$ cat src/rtl/perceptron_stream.sv
// Streaming perceptron neuron: accumulates LANES-wide dot-product beats, adds a bias,
// applies a selectable activation and saturates the result behind a valid/ready handshake.
module perceptron_stream #(
  parameter int DATA_WIDTH = 8,
  parameter int LANES      = 4,
  parameter int MAX_BEATS  = 16,
  parameter int FRAC_BITS  = 0,
  parameter int ACC_WIDTH  = 2*DATA_WIDTH + $clog2(LANES*MAX_BEATS) + 1
) (
  input  logic                          clk,
  input  logic                          rst_n,
  input  logic                          in_valid,
  output logic                          in_ready,
  input  logic [LANES*DATA_WIDTH-1:0]   in_x,
  input  logic [LANES*DATA_WIDTH-1:0]   in_w,
  input  logic                          in_last,
  input  logic signed [DATA_WIDTH-1:0]  in_b,
  input  logic [1:0]                    act_mode,
  output logic                          out_valid,
  input  logic                          out_ready,
  output logic [DATA_WIDTH-1:0]         out_y,
  output logic                          err_len
);

  localparam int PROD_WIDTH  = 2*DATA_WIDTH;
  localparam int TREE_LEAVES = 1 << $clog2(LANES);
  localparam int CNT_WIDTH   = $clog2(MAX_BEATS + 1);

  localparam logic signed [ACC_WIDTH-1:0] Y_MAX =
    {{(ACC_WIDTH-DATA_WIDTH+1){1'b0}}, {(DATA_WIDTH-1){1'b1}}};
  localparam logic signed [ACC_WIDTH-1:0] Y_MIN =
    {{(ACC_WIDTH-DATA_WIDTH+1){1'b1}}, {(DATA_WIDTH-1){1'b0}}};
  localparam logic signed [ACC_WIDTH-1:0] ACC_ONE = {{(ACC_WIDTH-1){1'b0}}, 1'b1};

  function automatic logic signed [ACC_WIDTH-1:0] activate(
    input logic signed [ACC_WIDTH-1:0] r,
    input logic [1:0]                  mode
  );
    logic signed [ACC_WIDTH-1:0] a;
    a = r;
    case (mode)
      2'd0:    a = r;
      2'd1:    a = r[ACC_WIDTH-1] ? '0 : r;
      2'd2:    a = (!r[ACC_WIDTH-1] && (r != '0)) ? ACC_ONE : '0;
      2'd3:    a = r[ACC_WIDTH-1] ? (r >>> 3) : r;
      default: a = r;
    endcase
    return a;
  endfunction

  function automatic logic [DATA_WIDTH-1:0] saturate(input logic signed [ACC_WIDTH-1:0] v);
    logic [DATA_WIDTH-1:0] y;
    if (v > Y_MAX) begin
      y = Y_MAX[DATA_WIDTH-1:0];
    end else if (v < Y_MIN) begin
      y = Y_MIN[DATA_WIDTH-1:0];
    end else begin
      y = v[DATA_WIDTH-1:0];
    end
    return y;
  endfunction

  logic                         stall_s;
  logic                         accept_s;
  logic                         force_last_s;
  logic                         last_s;
  logic [CNT_WIDTH-1:0]         beat_cnt_r;

  logic signed [PROD_WIDTH-1:0] prod_s [LANES];
  logic signed [PROD_WIDTH-1:0] prod_r [LANES];
  logic                         s1_valid_r;
  logic                         s1_last_r;
  logic signed [DATA_WIDTH-1:0] s1_b_r;
  logic [1:0]                   s1_mode_r;

  logic signed [ACC_WIDTH-1:0]  tree_s [1:2*TREE_LEAVES-1];
  logic signed [ACC_WIDTH-1:0]  sum_s;
  logic signed [ACC_WIDTH-1:0]  bias_s;
  logic signed [ACC_WIDTH-1:0]  acc_r;
  logic signed [ACC_WIDTH-1:0]  final_r;
  logic                         s2_valid_r;
  logic [1:0]                   s2_mode_r;

  logic signed [ACC_WIDTH-1:0]  r_s;
  logic [DATA_WIDTH-1:0]        y_s;

  // A held result freezes the whole pipeline, so nothing upstream can be overwritten.
  assign stall_s      = out_valid && !out_ready;
  assign in_ready     = rst_n && !stall_s;
  assign accept_s     = in_valid && in_ready;
  assign force_last_s = (beat_cnt_r == CNT_WIDTH'(MAX_BEATS - 1)) && !in_last;
  assign last_s       = in_last || force_last_s;

  for (genvar i = 0; i < LANES; i++) begin : g_lane
    logic signed [DATA_WIDTH-1:0] x_s;
    logic signed [DATA_WIDTH-1:0] w_s;
    assign x_s       = in_x[i*DATA_WIDTH +: DATA_WIDTH];
    assign w_s       = in_w[i*DATA_WIDTH +: DATA_WIDTH];
    assign prod_s[i] = PROD_WIDTH'(x_s) * PROD_WIDTH'(w_s);
  end

  // Heap-indexed adder tree: node n sums nodes 2n and 2n+1, unused leaves are zero.
  for (genvar i = 0; i < TREE_LEAVES; i++) begin : g_leaf
    if (i < LANES) begin : g_used
      assign tree_s[TREE_LEAVES+i] = ACC_WIDTH'(prod_r[i]);
    end else begin : g_pad
      assign tree_s[TREE_LEAVES+i] = '0;
    end
  end

  for (genvar n = 1; n < TREE_LEAVES; n++) begin : g_node
    assign tree_s[n] = tree_s[2*n] + tree_s[2*n+1];
  end

  assign sum_s  = tree_s[1];
  assign bias_s = ACC_WIDTH'(s1_b_r) <<< FRAC_BITS;

  always_ff @(posedge clk) begin
    if (!rst_n) begin
      beat_cnt_r <= '0;
      err_len    <= 1'b0;
    end else if (accept_s) begin
      beat_cnt_r <= last_s ? '0 : beat_cnt_r + CNT_WIDTH'(1);
      if (force_last_s) begin
        err_len <= 1'b1;
      end
    end
  end

  always_ff @(posedge clk) begin
    if (!rst_n) begin
      prod_r     <= '{default: '0};
      s1_valid_r <= 1'b0;
      s1_last_r  <= 1'b0;
      s1_b_r     <= '0;
      s1_mode_r  <= 2'b00;
    end else if (!stall_s) begin
      s1_valid_r <= accept_s;
      if (accept_s) begin
        prod_r    <= prod_s;
        s1_last_r <= last_s;
        s1_b_r    <= in_b;
        s1_mode_r <= act_mode;
      end
    end
  end

  // The accumulator restarts from zero right after a last beat, so vectors can run back-to-back.
  always_ff @(posedge clk) begin
    if (!rst_n) begin
      acc_r      <= '0;
      final_r    <= '0;
      s2_valid_r <= 1'b0;
      s2_mode_r  <= 2'b00;
    end else if (!stall_s) begin
      s2_valid_r <= s1_valid_r && s1_last_r;
      if (s1_valid_r) begin
        if (s1_last_r) begin
          final_r   <= acc_r + sum_s + bias_s;
          acc_r     <= '0;
          s2_mode_r <= s1_mode_r;
        end else begin
          acc_r <= acc_r + sum_s;
        end
      end
    end
  end

  always_comb begin
    r_s = final_r >>> FRAC_BITS;
    y_s = saturate(activate(r_s, s2_mode_r));
  end

  // When not stalled the output register is either empty or draining, so it can always reload.
  always_ff @(posedge clk) begin
    if (!rst_n) begin
      out_valid <= 1'b0;
      out_y     <= '0;
    end else if (!stall_s) begin
      out_valid <= s2_valid_r;
      if (s2_valid_r) begin
        out_y <= y_s;
      end
    end
  end

endmodule
$ cat config.mk
export PLATFORM = sky130hd
export DESIGN_NAME = perceptron_stream
export DESIGN_NICKNAME = d
export VERILOG_FILES = /design/src/rtl/perceptron_stream.sv
export SDC_FILE = /design/constraint.sdc
export NUM_CORES = 1
export LEC_CHECK = 0
export ABC_AREA = 1
export CAP_MARGIN = 5
export CORE_MARGIN = 4
export CORE_UTILIZATION = 46
export DETAILED_ROUTE_END_ITERATION = 8
export GPL_TIMING_DRIVEN = 1
export PLACE_DENSITY = 0.74
export SLEW_MARGIN = 20
export SYNTH_ARGS = -nofsm -noshare
export SYNTH_HDL_FRONTEND = slang
export SYNTH_SLANG_ARGS = --single-unit
$ cat constraint.sdc
create_clock -name clk -period 7.85 [get_ports clk]
set_clock_uncertainty 0.05 [all_clocks]
set_input_delay 0.785 -clock clk [delete_from_list [all_inputs] [get_ports clk]]
set_output_delay 0.785 -clock clk [all_outputs]
set_load 0.1 [all_outputs]
; Word level (Yosys, flattened, before mapping)
; Index checks and enable logic that the tools add are counted.
[totals]
regBits = 140
input_bits = 79
out_inout_bits = 11
elab_cells = 59
[op_classes]
add_sub_neg = 6
n_mul = 4
order_cmp = 2
n_eq_ne = 4
n_mux = 8
n_bitwise = 1
n_reduce_logical = 18
[op_table]
columns = operator, n
row1 = $pmux 23 s4, 1
row2 = $mul 8x8->16, 4
row3 = $add 23x23->23, 2
row4 = $mux 23, 2
row5 = $add 16x16->17, 2
row6 = $add 23x8->23, 1
row7 = $gt 23x8->1 const B, 1
row8 = $lt 23x8->1 const B, 1
row9 = $reduce_bool 23->1, 1
row10 = $mux 22, 1
row11 = $mux 8, 2
row12 = $reduce_and 2->1, 4
row13 = $logic_and 1x1->1, 6
row14 = $add 5x1->5 const B, 1
row15 = $eq 5x4->1 const B, 1
row16 = $mux 5, 1
row17 = $eq 2x2->1 const B, 2
row18 = $logic_not 1->1, 4
row19 = $reduce_and 3->1, 1
row20 = $eq 2x1->1 const B, 1
row21 = $logic_not 2->1, 1
row22 = $logic_or 1x1->1, 1
row23 = $mux 1, 1
row24 = $not 1->1, 1

; Logic depth before layout (Yosys ltp)
; Gate-level depths: netlist of run 1.
[depth]
ltp_word = 7
mapped_depth = 36

; Least setup slack after synthesis of run 1
; Ideal clock, no wire load.
[synth_path]
path_kind = reg2reg
startpoint = reg prod_r[0] (netlist name)
endpoint = reg final_r[18]
setup_ns = 0.116
arrival_time_ns = 4.574
slack_ns = 3.109
path_stages_with_launch = 32
path_buffers = 0
period_less_slack_ns = 4.741
path_cell_list = dfxtp_1 ha_1 inv_1 fa_1 o21ai_1 a21boi_0 o21ai_1 nand2_1 nand2_1 a21oi_1 xor2_1 fa_1 inv_1 ha_1 a21oi_1 o21ai_0 inv_1 nand2_1 or2_1 and2_1 ha_1 nand2_1 nor2_1 inv_1 nor2_1 nand4_1 nand3_1 nand2_1 inv_1 o21ai_0 o211ai_1 inv_1
[synth_via]
elab_chain_len = 4
[synth_lines]
columns = element, line
row1 = start: declaration, 70  ; logic signed [PROD_WIDTH-1:0] prod_r [LANES];
row2 = start signal: assignment, 140  ; prod_r <= prod_s;
row3 = $add 16x16->17, 112  ; assign tree_s[n] = tree_s[2*n] + tree_s[2*n+1];
row4 = $add 23x23->23, 112
row5 = $add 23x23->23, 159  ; final_r <= acc_r + sum_s + bias_s;
row6 = $add 23x8->23, 159
row7 = end signal: assignment, 159
row8 = end: declaration, 80  ; logic signed [ACC_WIDTH-1:0] final_r;
; Every way passes these cells.
; A chain may end at the register's enable or synchronous reset.

; Worst setup path in the final report of run 1
[layout_path]
startpoint = reg prod_r[0] (netlist name)
endpoint = reg final_r[22]
; Same word-level chain as after synthesis.

==> results of run 1 <==
==> critical path, delay by kind of cell (launching register included) <==
family / cells / cell delay [ns]
adders and majority gates: 5 / 1.76
buffers and inverters: 5 / 0.50
DFF: 1 / 0.34
xor gates and xnor gates: 1 / 0.26
and+or+nand+nor: 15 / 1.60
AOI/OAI and AO/OA: 5 / 0.97
==> metrics by stage <==
step	setup slack (ns)	cells	hold slack [ns]	utilization [%]	cell area [sq um]
detailed placement	2.34	3412	0.406	49.6	21500
global placement	2.34	3412	0.402	49.6	21500
global route	1.64	3444	0.441	50.9	22100
finish	2.26	3444	0.417	50.9	22100
floorplan	3.11	2838	0.390	-	20300
CTS	2.34	3444	0.416	50.9	22100
==> cells by family (layout without fill, tap and decap cells) <==
kind of cell / Yosys count / after routing / share of synthesized area, %
mux: 2 / 2 / 0.0988
buf+inv: 755 / 776 / 14.2
compound gates: 374 / 374 / 10.1
flops: 140 / 140 / 13.8
simple gates: 1031 / 1031 / 21.4
fa+ha+maj: 441 / 441 / 36.3
xor+xnor: 95 / 95 / 4.11
==> registers in the layout, summed over array words and instances (netlist names) <==
name        flops
prod_r         64
acc_r          23
final_r        23
out_y           8
s1_b_r          8
beat_cnt_r      5
s1_mode_r       2
s2_mode_r       2
err_len         1
out_valid       1
s1_last_r       1
s1_valid_r      1
s2_valid_r      1
==> cell type report <==
| cell class | instances | area [sq um] | share of cell area (%) |
|---|---|---|---|
| Clock inverter | 14 | 143 | 0.646 |
| Clock buffer | 18 | 429 | 1.94 |
| Inverter | 651 | 2440 | 11.1 |
| Multi-Input combinational cell | 1943 | 14600 | 66.2 |
| Timing Repair Buffer | 93 | 916 | 4.15 |
| Tap cell | 585 | 732 | 3.32 |
| Sequential cell | 140 | 2800 | 12.7 |
==> how the worst max path moves through the flow <==
stage / startpoint / endpoint / slack [ns] / cells after the start
2_1_floorplan: prod_r[0]$_SDFFE_PN0P_ / final_r[18]$_SDFFE_PN0P_ / 3.11 / 31
3_3_place_gp: in_w[26] / prod_r[14]$_SDFFE_PN0P_ / 2.34 / 18
3_5_place_dp: in_w[26] / prod_r[14]$_SDFFE_PN0P_ / 2.34 / 18
4_1_cts: prod_r[0]$_SDFFE_PN0P_ / final_r[18]$_SDFFE_PN0P_ / 2.34 / 29
5_1_grt: prod_r[0]$_SDFFE_PN0P_ / final_r[18]$_SDFFE_PN0P_ / 1.64 / 28
6_report: prod_r[0]$_SDFFE_PN0P_ / final_r[22]$_SDFFE_PN0P_ / 2.26 / 31
==> Yosys cell counts (5+ instances only) <==
cell and number:
nand2_1 649, xnor2_1 33, inv_2 5, nand3_1 154, o21bai_1 7, nor2_1 119
xor2_1 62, buf_2 10, ha_1 195, o31ai_1 6, o32ai_1 6, nand3b_1 5
a21oi_1 178, fa_1 246, nor3_1 24, and2_1 6, dfxtp_1 140, o21ai_1 10
nand4_1 25, a21o_1 8, a31oi_1 16, nand2_2 6, or2_2 27, o21ai_0 121
buf_1 7, clkbuf_1 83, inv_1 646
==> routing by layer <==
layer | share of wire, % | global-route usage [%] | wire length (um)
met5 | 0 | 0 | 0
met4 | 2.6 | 6.19 | 1250
met3 | 4.4 | 1.94 | 2160
met2 | 49 | 37.5 | 23900
met1 | 44 | 27.6 | 21200
==> impl_metrics.yaml, run 1 <==
synth:
  postSynthAreaPerCell_sq_um: 7.14
  yosysSeqAreaShare_pct: 13.8
  synth-edff-count: 0
  synth_warnings: 0
  netlist_area_sq_um: 20300
  ys_seq_elements: 140
  synthFlopType: "dfxtp_1"
  synth.area.top_cells: "fa_1 24%, dfxtp_1 14%, ha_1 12%"
  syn-num-nets: 3358
  yosysUniqueCellTypes: 47
  netlist_instances: 2838
  synth.top_cell.area_share_pct: 24.3
  yosys.area.top_type: "fa_1"
  synthArstFlopShare_pct: 0
timing:
  rsz0062_at_grt: "false"
  setup_viol: 0
  slew_headroom_pct: 30.9
  fmax_mhz: 179
  final_hold_viol_count: 0
  drv_slew: 0
  worst_pin_slew_ns: 1.03
  period_needed_ns: 5.59
  setup_tns_ns: 0
  period_share_pct: 71.2
worst_setup_path:
  rrSetupSlack_ns: 2.26
  slowest_delay_ns: 0.48
  end_kind: "flip-flop"
  worst-setup-path-type: "flip-flop to flip-flop"
  critPathLaunchType: "flip-flop"
  cp_common_cell: "nand2_1"
  r2r_end: "final_r[22]$_SDFFE_PN0P_"
  crit_required_ns: 8.14
  cp_slowest_cell: "fa_1"
  regToRegStartpoint: "prod_r[0]$_SDFFE_PN0P_"
  ff2ff_path_depth: 31
  worstPathMaxFanout: 7
  crit_arrival_ns: 5.88
detailed_routing:
  wire_per_inst_um: 14.1
  ant_nets: 0
  first_pass_iters: 5
  drt_iter0_drc: 1103
  vias: 17500
  routed_wl_um: 48500
  drcViolationCount: 0
  viasPerCell: 5.09
floorplan:
  fp.dieW_um: 218
  core_sq_um: 43400
  num_io_pins: 90
  fp-row-count: 76
  die-height_um: 218
  initial_utilization_pct: 46.7
  die_area_sq_um: 47500
clock_network:
  clk_pin_slew_ns: 0.07
  cts_root_buf: "clkbuf_16"
  clock_latency_ns: 0.44
  postCtsHoldBufs: 0
  cts_post_setup_buffers_inserted: 0
  clockBufferDepth: 2
  clock-sinks: 140
  cts_made_buffers: 17
  cts_tree: "done"
  cts-resized-gates: 0
  htreeDepth: 4
job:
  maxCapViolCount: 0
min_path:
  hold_depth: 2
  min_path_type: "flip-flop to flip-flop"
  worstHoldStart: "acc_r[13]$_SDFFE_PN0P_"
  min_to: "acc_r[13]$_SDFFE_PN0P_"
finish:
  syn2layout_area_growth_pct: 8.88
  antenna_cells: 0
  drive_gt1_share_pct: 3.11
  final_common_cell: "nand2_1"
  fill_cells: 4272
  layout_common_cells: "648 x nand2_1, 645 x inv_1, 246 x fa_1, 195 x ha_1, 178 x a21oi_1"
  fin_nets: 3366
global_route:
  grt_use_total_pct: 21.2
  grt_pass1_vias: 18100
  grt_antenna_before_repair: 0
  grt.overflow.total: 0
  grt_pass1_wl_um: 84500
  grt_max_degree: 84
place:
  io_buffers: 89
  dp_hpwl_um: 40600
  gp_congestion: 0.941
run_status:
  outcome: "finished clean"
Power of run 1 is left out: the tool's default activity adds up to more than one toggle a clock period on the data nets, which glitch-free logic cannot reach.
==> run 2, diff against run 1 <==
==> constraint.sdc (replaced) <==
create_clock -name clk -period 5.6 [get_ports clk]
set_clock_uncertainty 0.05 [all_clocks]
set_input_delay 0.56 -clock clk [delete_from_list [all_inputs] [get_ports clk]]
set_output_delay 0.56 -clock clk [all_outputs]
set_load 0.1 [all_outputs]
==> impl_metrics.yaml, run 2 (same netlist as run 1, synthesis figures left out) <==
worst_setup_path:
  worstPathMaxFanout: 7
  rrSetupSlack_ns: 0.33
  cp_slowest_cell: "fa_1"
  worst-path-buf-inv: 4
  worst-setup-path-type: "flip-flop to flip-flop"
  critPathLaunchType: "flip-flop"
  slowest_delay_ns: 0.51
  path_depth: 31
  cp_common_cell: "nand2_1"
  path_delay_family: "simple AND/OR/NAND/NOR gates"
  crit_end: "final_r[22]$_SDFFE_PN0P_"
  ff2ff_path_depth: 31
  crit_required_ns: 5.89
  critPathLaunch: "prod_r[0]$_SDFFE_PN0P_"
  r2r_end: "final_r[22]$_SDFFE_PN0P_"
  end_kind: "flip-flop"
  crit_arrival_ns: 5.56
  regToRegStartpoint: "prod_r[0]$_SDFFE_PN0P_"
detailed_routing:
  vias: 17600
  drcViolationCount: 0
  drt_iter0_drc: 1111
  first_pass_iters: 5
  viasPerCell: 5.10
  wire_per_inst_um: 14.2
  routed_wl_um: 49200
  ant_nets: 0
global_route:
  grt_antenna_before_repair: 0
  grt_use_total_pct: 21.1
  grt_max_degree: 83
  grt_pass1_wl_um: 84400
  grt_pass1_vias: 18100
  grt.overflow.total: 0
job:
  maxCapViolCount: 0
finish:
  drive_gt1_share_pct: 5.19
  fill_cells: 4229
  fin_nets: 3379
  layout_common_cells: "643 x inv_1, 642 x nand2_1, 246 x fa_1, 184 x ha_1, 169 x a21oi_1"
  regMostFlops: "prod_r"
  seq_area_sq_um: 2800
  antenna_cells: 0
  final_common_cell: "inv_1"
  instances_no_fill: 3457
  syn2layout_area_growth_pct: 10.7
  multiInputGateArea_sq_um: 14800
  top_regs: "prod_r x64, acc_r x23, final_r x23"
  largest_register_ffs: 64
min_path:
  min_path_type: "flip-flop to flip-flop"
timing:
  slew_headroom_pct: 27.4
  period_needed_ns: 5.27
  final_hold_viol_count: 0
  period_share_pct: 94.1
  setup_slack_ns: 0.328
  drv_slew: 0
  holdWs_ns: 0.415
  fmax_mhz: 190
  setup_viol: 0
  worst_pin_slew_ns: 1.09
clock_network:
  clock-sinks: 140
  cts_tree: "done"
  cts_root_buf: "clkbuf_16"
  clockBufferDepth: 2
  postCtsHoldBufs: 0
  htreeDepth: 4
  clk_pin_slew_ns: 0.07
  clock_latency_ns: 0.44
  cts_made_buffers: 17
floorplan:
  die_area_sq_um: 47500
  fp-row-count: 76
  die-height_um: 218
  core_sq_um: 43400
  num_io_pins: 90
  initial_utilization_pct: 46.7
  fp.dieW_um: 218
place:
  dp_hpwl_um: 40700
  io_buffers: 89
  gp_congestion: 0.970
  dp_worst_setup_slack_ns: 0.0575
  place_inst: 3418
run_status:
  outcome: "finished clean"
## run 2: changes by cell type in the layout (fill, tap and decap cells not counted), moves of 9 or more
cell,previous run,this run
a21oi_1,178,169
buf_4,4,16
a21oi_2,0,9
ha_1,195,184
## run 2: layout make-up
cell class / instances / area share [%]
clock buffers: 17 / 1.90
well taps: 585 / 3.26
inverters: 651 / 10.9
repair buffers: 106 / 4.57
clock inverters: 15 / 0.758
flip-flops and latches: 140 / 12.5
multi-input cells: 1943 / 66.1
## run 2: how the worst min path moves through the flow
| stage | cells past startpoint | end | slack, ns | from |
|---|---|---|---|---|
| finish | 2 | s1_mode_r[1]$_SDFFE_PN0P_ | 0.42 | s1_mode_r[1]$_SDFFE_PN0P_ |
| global route | 2 | prod_r[48]$_SDFFE_PN0P_ | 0.44 | prod_r[48]$_SDFFE_PN0P_ |
| CTS | 2 | s1_mode_r[1]$_SDFFE_PN0P_ | 0.42 | s1_mode_r[1]$_SDFFE_PN0P_ |
| detailed placement | 2 | s1_mode_r[1]$_SDFFE_PN0P_ | 0.41 | s1_mode_r[1]$_SDFFE_PN0P_ |
| global placement | 2 | acc_r[11]$_SDFFE_PN0P_ | 0.40 | acc_r[11]$_SDFFE_PN0P_ |
| floorplan | 2 | s1_mode_r[0]$_SDFFE_PN0P_ | 0.39 | s1_mode_r[0]$_SDFFE_PN0P_ |
## run 2: tightest hold or removal path, delay by kind of cell, from the launching register on
kind / cells / cell delay, ns
flip-flops: 1 / 0.31
AND/OR/NAND/NOR: 2 / 0.11
## run 2: repair_timing
item	CTS	global route
endpoints found under the hold margin	0	0
endpoints found under the setup margin	0	12
resized for setup	0	55
setup buffers	0	7
## run 2: routing by layer
| layer | global-route usage [%] | share of wire [%] | up-vias |
|---|---|---|---|
| met5 | 0 | 0 | - |
| met4 | 5.56 | 2.6 | 0 |
| met3 | 2.15 | 4.3 | 68 |
| met2 | 38.1 | 50 | 416 |
| met1 | 27.0 | 43 | 8403 |
| li1 | - | - | 8740 |
## run 2: stage by stage
stage          utilization (%)  instance area (sq um)  TNS, ns
2_1_floorplan                -                  20300        0
3_3_place_gp              49.7                  21500        0
3_5_place_dp              49.7                  21500        0
4_1_cts                   51.1                  22100        0
5_1_grt                   51.7                  22400   -0.191
6_report                  51.7                  22400        0
Power of run 2 is left out for the same reason.
==> run 3, diff against run 2 <==
--- a/config.mk
+++ b/config.mk
@@ -7,12 +7,13 @@
 export LEC_CHECK = 0
 export ABC_AREA = 1
 export CAP_MARGIN = 5
+export CORE_ASPECT_RATIO = 0.9
 export CORE_MARGIN = 4
 export CORE_UTILIZATION = 46
 export DETAILED_ROUTE_END_ITERATION = 8
 export GPL_TIMING_DRIVEN = 1
 export PLACE_DENSITY = 0.74
-export SLEW_MARGIN = 20
+export SLEW_MARGIN = 5
 export SYNTH_ARGS = -nofsm -noshare
 export SYNTH_HDL_FRONTEND = slang
 export SYNTH_SLANG_ARGS = --single-unit
==> impl_metrics.yaml, run 3 (same netlist as run 1, synthesis figures left out) <==
finish:
  layout_common_cells: "645 x nand2_1, 643 x inv_1, 246 x fa_1, 189 x ha_1, 171 x a21oi_1"
  syn2layout_area_growth_pct: 9.98
  drive_gt1_share_pct: 4.77
  fill_cells: 4139
  fin_nets: 3380
  final_common_cell: "nand2_1"
  antenna_cells: 0
  largest_register_ffs: 64
  regMostFlops: "prod_r"
  top_regs: "prod_r x64, acc_r x23, final_r x23"
timing:
  drv_slew: 0
  holdWs_ns: 0.415
  period_needed_ns: 5.25
  period_share_pct: 93.8
  fmax_mhz: 190
  slew_headroom_pct: 28.3
  setup_tns_ns: 0
  setup_viol: 0
  worst_pin_slew_ns: 1.07
  final_hold_viol_count: 0
clock_network:
  clock-sinks: 140
  cts_root_buf: "clkbuf_16"
  cts_tree: "done"
  postCtsHoldBufs: 0
  cts_made_buffers: 17
  htreeDepth: 4
  clk_pin_slew_ns: 0.06
  clockBufferDepth: 2
  clock_latency_ns: 0.43
job:
  maxCapViolCount: 0
floorplan:
  die_area_sq_um: 47500
  initial_utilization_pct: 46.9
  fp.dieW_um: 229
  fp-row-count: 72
  core_sq_um: 43200
  die-height_um: 207
  num_io_pins: 90
global_route:
  grt_antenna_before_repair: 0
  busiest_layer: "met2"
  grt_pass1_vias: 18000
  grt.met1_usage_pct: 28.0
  grt_use_total_pct: 21.1
  grt.overflow.total: 0
  met2_usage_pct: 37.1
  grt_max_degree: 56
  grt_pass1_wl_um: 84900
  grt_use_met3_pct: 2.13
detailed_routing:
  routed_wl_um: 49700
  first_pass_iters: 6
  drt_iter0_drc: 1134
  wire_per_inst_um: 14.5
  drcViolationCount: 0
  viasPerCell: 5.18
  ant_nets: 0
  vias: 17700
run_status:
  outcome: "finished clean"
worst_setup_path:
  critPathLaunchType: "flip-flop"
  cp_slowest_cell: "fa_1"
  end_kind: "flip-flop"
  crit_required_ns: 5.88
  path_delay_family: "adder cells"
  worstPathMaxFanout: 5
  worst-path-buf-inv: 3
  cp_common_cell: "nand2_1"
  crit_arrival_ns: 5.54
  worst-setup-path-type: "flip-flop to flip-flop"
  slowest_delay_ns: 0.57
place:
  gp_congestion: 0.953
  io_buffers: 89
  dp_hpwl_um: 41200
min_path:
  min_path_type: "flip-flop to flip-flop"
run 3: layer usage:
metal	wire length, um	up-vias
li1	-	8733
met1	21800	8441
met2	24300	479
met3	2410	85
met4	1150	0
met5	0	-
run 3: worst paths after layout:
check | startpoint | end | slack (ns) | cells after the start
max | prod_r[32]$_SDFFE_PN0P_ | final_r[20]$_SDFFE_PN0P_ | 0.35 | 25
min | s1_mode_r[0]$_SDFFE_PN0P_ | s1_mode_r[0]$_SDFFE_PN0P_ | 0.41 | 2
max reg2reg | prod_r[32]$_SDFFE_PN0P_ | final_r[20]$_SDFFE_PN0P_ | 0.35 | 25
min reg2reg | s1_mode_r[0]$_SDFFE_PN0P_ | s1_mode_r[0]$_SDFFE_PN0P_ | 0.41 | 2
run 3: worst min-delay path: stages (launching register included):
cell	delay, ns
dfxtp_1	0.31
nand3_1	0.07
nand2_1	0.04
run 3: what timing repair did:
action,in CTS,in global routing
buffers inserted,0,5
setup endpoints to repair,0,10
gates resized for setup,0,41
run 3: area by class of cell:
| cell class | instances | area, sq um | share of cell area, % |
|---|---|---|---|
| multi-input cells | 1943 | 14700 | 66.1 |
| clock buffers | 20 | 467 | 2.09 |
| clock inverters | 10 | 118 | 0.528 |
| repair buffers | 107 | 1020 | 4.58 |
| inverters | 651 | 2440 | 11.0 |
| well taps | 555 | 694 | 3.12 |
| flip-flops and latches | 140 | 2800 | 12.6 |
run 3: per-stage QoR:
step / instances / setup slack (ns) / utilization [%] / instance area [sq um]
2_1_floorplan: 2838 / 0.859 / - / 20300
4_1_cts: 3421 / 0.0335 / 51.1 / 22100
5_1_grt: 3426 / -0.0490 / 51.5 / 22300
3_5_place_dp: 3391 / 0.0777 / 49.8 / 21500
6_report: 3426 / 0.346 / 51.5 / 22300
3_3_place_gp: 3391 / 0.231 / 49.8 / 21500
Power of run 3 is left out for the same reason.
==> RTL edit 1, RTL diff (config.mk and constraints of run 1) <==
Add an input register stage for `act_mode`, with the module's reset; this delays it by one clock. The other inputs are not delayed to match.
--- a/src/rtl/perceptron_stream.sv
+++ b/src/rtl/perceptron_stream.sv
@@ -31,6 +31,16 @@
   localparam logic signed [ACC_WIDTH-1:0] Y_MIN =
     {{(ACC_WIDTH-DATA_WIDTH+1){1'b1}}, {(DATA_WIDTH-1){1'b0}}};
   localparam logic signed [ACC_WIDTH-1:0] ACC_ONE = {{(ACC_WIDTH-1){1'b0}}, 1'b1};
+
+  logic [1:0] act_mode_q;
+
+  always_ff @(posedge clk) begin
+    if (!rst_n) begin
+      act_mode_q <= '0;
+    end else begin
+      act_mode_q <= act_mode;
+    end
+  end
 
   function automatic logic signed [ACC_WIDTH-1:0] activate(
     input logic signed [ACC_WIDTH-1:0] r,
@@ -140,7 +150,7 @@
         prod_r    <= prod_s;
         s1_last_r <= last_s;
         s1_b_r    <= in_b;
-        s1_mode_r <= act_mode;
+        s1_mode_r <= act_mode_q;
       end
     end
   end
Function: changed (a bounded check fails within 4 cycles, from zero or initial values and one cycle with rst_n low).
==> RTL edit 1 against run 1 <==
Sequential cell count is 2 higher. Setup slack worse by 0.12 ns. Wire length is 1.4% higher. Synthesized cell count is 0.63% lower. Synthesized area hardly changed. Highest routed layer unchanged. Core utilization is 0.16 points higher. Design area hardly changed. Fmax is 2.1% lower.
Power is not shown: default switching activity piles up to over one toggle a cycle in this logic, so the estimate is an artifact.
==> RTL edit 1: results (changes against run 1) <==
| Metric | Value |
|---|---|
| Hold path endpoint | `s1_mode_r[1]` |
| Top cells by count, synth | `nand2_1 (643), inv_1 (639), fa_1 (246)` |
| Cell Area, Synth | `20300 um2 (about the same)` |
| Area occupied by multi-input gates | `14600 um2 (-0.19%)` |
| Number of global-route vias before repair | `18100 (+0.41%)` |
| Sequential-to-total area share from yosys stat | `14.0% (+0.21 points)` |
| Clock buf/inv share | `2.70% (+0.11 points)` |
| Crit path DAT | `5.99 ns (+0.11 ns)` |
| Synth Area in Compound Gates | `10.7% (+0.64 points)` |
| Final Wtd Congestion | `0.959 (+1.9%)` |
| # nets final | `3349 (-0.51%)` |
| R2R Setup Slk | `2.14 ns (-0.12 ns)` |
| Xor/xnor share of the synthesized area | `4.15% (+0.046 points)` |
| Synthesized-area fraction occupied by adder cells | `36.4% (about the same)` |
| Total GRT Usage | `21.2% (about the same)` |
| Status | `finished clean` |
| DRT Pass-1 Iters | `8 (+3)` |
| Multiplexer share of the synthesized area | `0.0988% (about the same)` |
| M1 GR Usage | `26.7% (-0.82 points)` |
| DP HPWL | `41100 um (+1.4%)` |
| Slowest stage delay, CP | `0.51 ns (+0.03 ns)` |
| Non-clk buf share | `4.15% (about the same)` |
| Inverter count | `646 (-0.77%)` |
| Min-delay src | `act_mode_q[1]` |
| Synth Flop Type | `dfxtp_1` |
| Total wire length | `49200 um (+1.4%)` |
| Largest net degree at the start of global routing | `81 (-3.6%)` |
| Worst Setup EP | `final_r[20]` |
| Drt initial violations | `1027 (-6.9%)` |
| Delay-heaviest family, CP | `simple AND/OR/NAND/NOR gates` |
| Multi-In Gates | `1929 (-0.72%)` |
| Synth top area cells | `fa_1 (24%), dfxtp_1 (14%), ha_1 (12%)` |
| Global Route met3 Usage | `2.13% (+0.20 points)` |
RTL edit 1: cell count changes in the layout (fill, tap and decap cells not counted), sizes merged, moves of 3 or more:
cell,delta
a21oi,+7
inv,-6
nand2,-10
nand3,-10
nand4,-3
nor2,-4
o21ai,+7
o21bai,+3
RTL edit 1: metal layers:
metal  part of all wire (%)  wire (um)
met1                     43      21000
met3                    4.3       2090
met5                      0          0
met4                    2.8       1380
met2                     50      24700
RTL edit 1: stage by stage:
| step | worst slack (ns) | instance area (um2) | util (%) | hold WS, ns | std cells |
|---|---|---|---|---|---|
| finish | 2.14 | 22100 | 51.0 | 0.381 | 3427 |
| global route | 1.72 | 22100 | 51.0 | 0.410 | 3427 |
| floorplan | 3.02 | 20300 | - | 0.353 | 2820 |
| detailed placement | 2.27 | 21500 | 49.7 | 0.373 | 3395 |
| global placement | 2.37 | 21500 | 49.7 | 0.367 | 3395 |
| CTS | 2.26 | 22100 | 51.0 | 0.386 | 3427 |
==> RTL edit 2, RTL diff (config.mk and constraints of run 1) <==
Without the edit above. The parameter `MAX_BEATS` goes from 16 to 64.
--- a/src/rtl/perceptron_stream.sv
+++ b/src/rtl/perceptron_stream.sv
@@ -3,7 +3,7 @@
 module perceptron_stream #(
   parameter int DATA_WIDTH = 8,
   parameter int LANES      = 4,
-  parameter int MAX_BEATS  = 16,
+  parameter int MAX_BEATS  = 64,
   parameter int FRAC_BITS  = 0,
   parameter int ACC_WIDTH  = 2*DATA_WIDTH + $clog2(LANES*MAX_BEATS) + 1
 ) (
Function: no difference found for any inputs over 4 cycles, from zero or initial values and one cycle with rst_n low; that may be too few to reach the edited logic, so the function may still have changed.
==> RTL edit 2 against run 1 <==
Setup slack got worse by 0.25 ns. Design area rose by 2.3%. Wire length decreased by 0.18%. First-iteration DRC count increased by 7.8%. Sequential cell count is 6 higher. Count of clock-buffer cells in the layout decreased by 1. Synthesized area up 2.3%. Critical path type unchanged.
Power is left out: the tool's default activity adds up to more than one toggle a clock period on the data nets, which glitch-free logic cannot reach.
==> RTL edit 2: results (changes against run 1) <==
| Metric | Value |
|---|---|
| Status | `finished clean` |
| Crit Path Category | `reg2reg` |
| Hold slack final | `0.396 ns (-0.0211 ns)` |
| Final std cells w/o fill | `3515 (+2.1%)` |
| DP HPWL | `40200 um (-0.99%)` |
| Place WS | `2.06 ns (-0.285 ns)` |
| Total GRT Usage | `20.7% (-0.47 points)` |
| R2R Setup Slk | `2.01 ns (-0.25 ns)` |
| Top flop regs | `prod_r (64), acc_r (25), final_r (25)` |
| Crit path DAT | `6.12 ns (+0.24 ns)` |
| Layout cells sized above 1 | `2.98% (-0.14 points)` |
| Placed Area | `22000 um2 (+2.3%)` |
| Reg2reg start | `prod_r[16]` |
| Number of global-route vias before repair | `17900 (-1.1%)` |
| Met3 wire length | `1970 um (-8.4%)` |
| Top cells by count, synth | `nand2_1 (659), inv_1 (638), fa_1 (248)` |
| Worst Setup EP | `final_r[23]` |
| Post-synthesis area per instance | `7.15 um2 (+0.12%)` |
| Worst reg-to-reg path cell count | `29 (-6.5%)` |
| Inst Count DP | `3483 (+2.1%)` |
| Global Route met3 Usage | `1.85% (-0.083 points)` |
| Slew Limit Headroom | `31.0% (+0.034 points)` |
| First-pass GRT wire length | `83600 um (-1.0%)` |
| Synth top area cells | `fa_1 (24%), dfxtp_1 (14%), ha_1 (12%)` |
| Multiplexer share of the synthesized area | `0% (-0.099 points)` |
| DR WL/cell | `13.8 um (-2.2%)` |
| Synthesized-area fraction occupied by adder cells | `36.0% (-0.34 points)` |
| Drt initial violations | `1189 (+7.8%)` |
| Fmax | `0.171 GHz (-4.3%)` |
| Final Wtd Congestion | `0.949 (+0.76%)` |
| GRT met2 Usage | `36.8% (-0.67 points)` |
| CP Max Fanout | `9 (+2)` |
| Syn nets | `3428 (+2.1%)` |
| Min-delay src | `beat_cnt_r[6]` |
| Via/cell ratio | `5.07 (-0.43%)` |
| Xor/xnor share of the synthesized area | `4.14% (+0.033 points)` |
| Hold path endpoint | `beat_cnt_r[6]` |
| Worst reg2reg path endpoint | `final_r[23]` |
| Sequential-to-total area share from yosys stat | `14.1% (+0.26 points)` |
| Slowest stage delay, CP | `0.51 ns (+0.03 ns)` |
| Met2 wire length | `24100 um (+0.55%)` |
| Synth Area in Compound Gates | `10.6% (+0.56 points)` |
| Yosys cell types | `48 (+2.1%)` |
==> RTL edit 2: cell count changes after synthesis, moves of 5 or more <==
cell      delta
xor2_1       -6
nor4_1       +5
nand2_1     +10
o21ai_0     +12
nand3_1     +14
ha_1         +5
dfxtp_1      +6
inv_1        -8
clkbuf_1     +5
xnor2_1      +9
==> RTL edit 2: layout make-up <==
| cell class | instances | area (um2) |
|---|---|---|
| Timing Repair Buffer | 94 | 923 |
| Inverter | 645 | 2420 |
| Sequential cell | 146 | 2920 |
| Clock inverter | 15 | 159 |
| Tap cell | 592 | 741 |
| Multi-Input combinational cell | 2006 | 15000 |
| Fill cell | 4375 | 21800 |
| Clock buffer | 17 | 425 |
==> RTL edit 2: worst max-delay path: cells and delay by family, from the launching register on <==
family / cells / cell delay, ns
compound gates: 7 / 1.51
simple gates: 12 / 1.27
fa+ha+maj: 5 / 1.83
buf+inv: 4 / 0.48
flops: 1 / 0.34
xor+xnor: 1 / 0.24
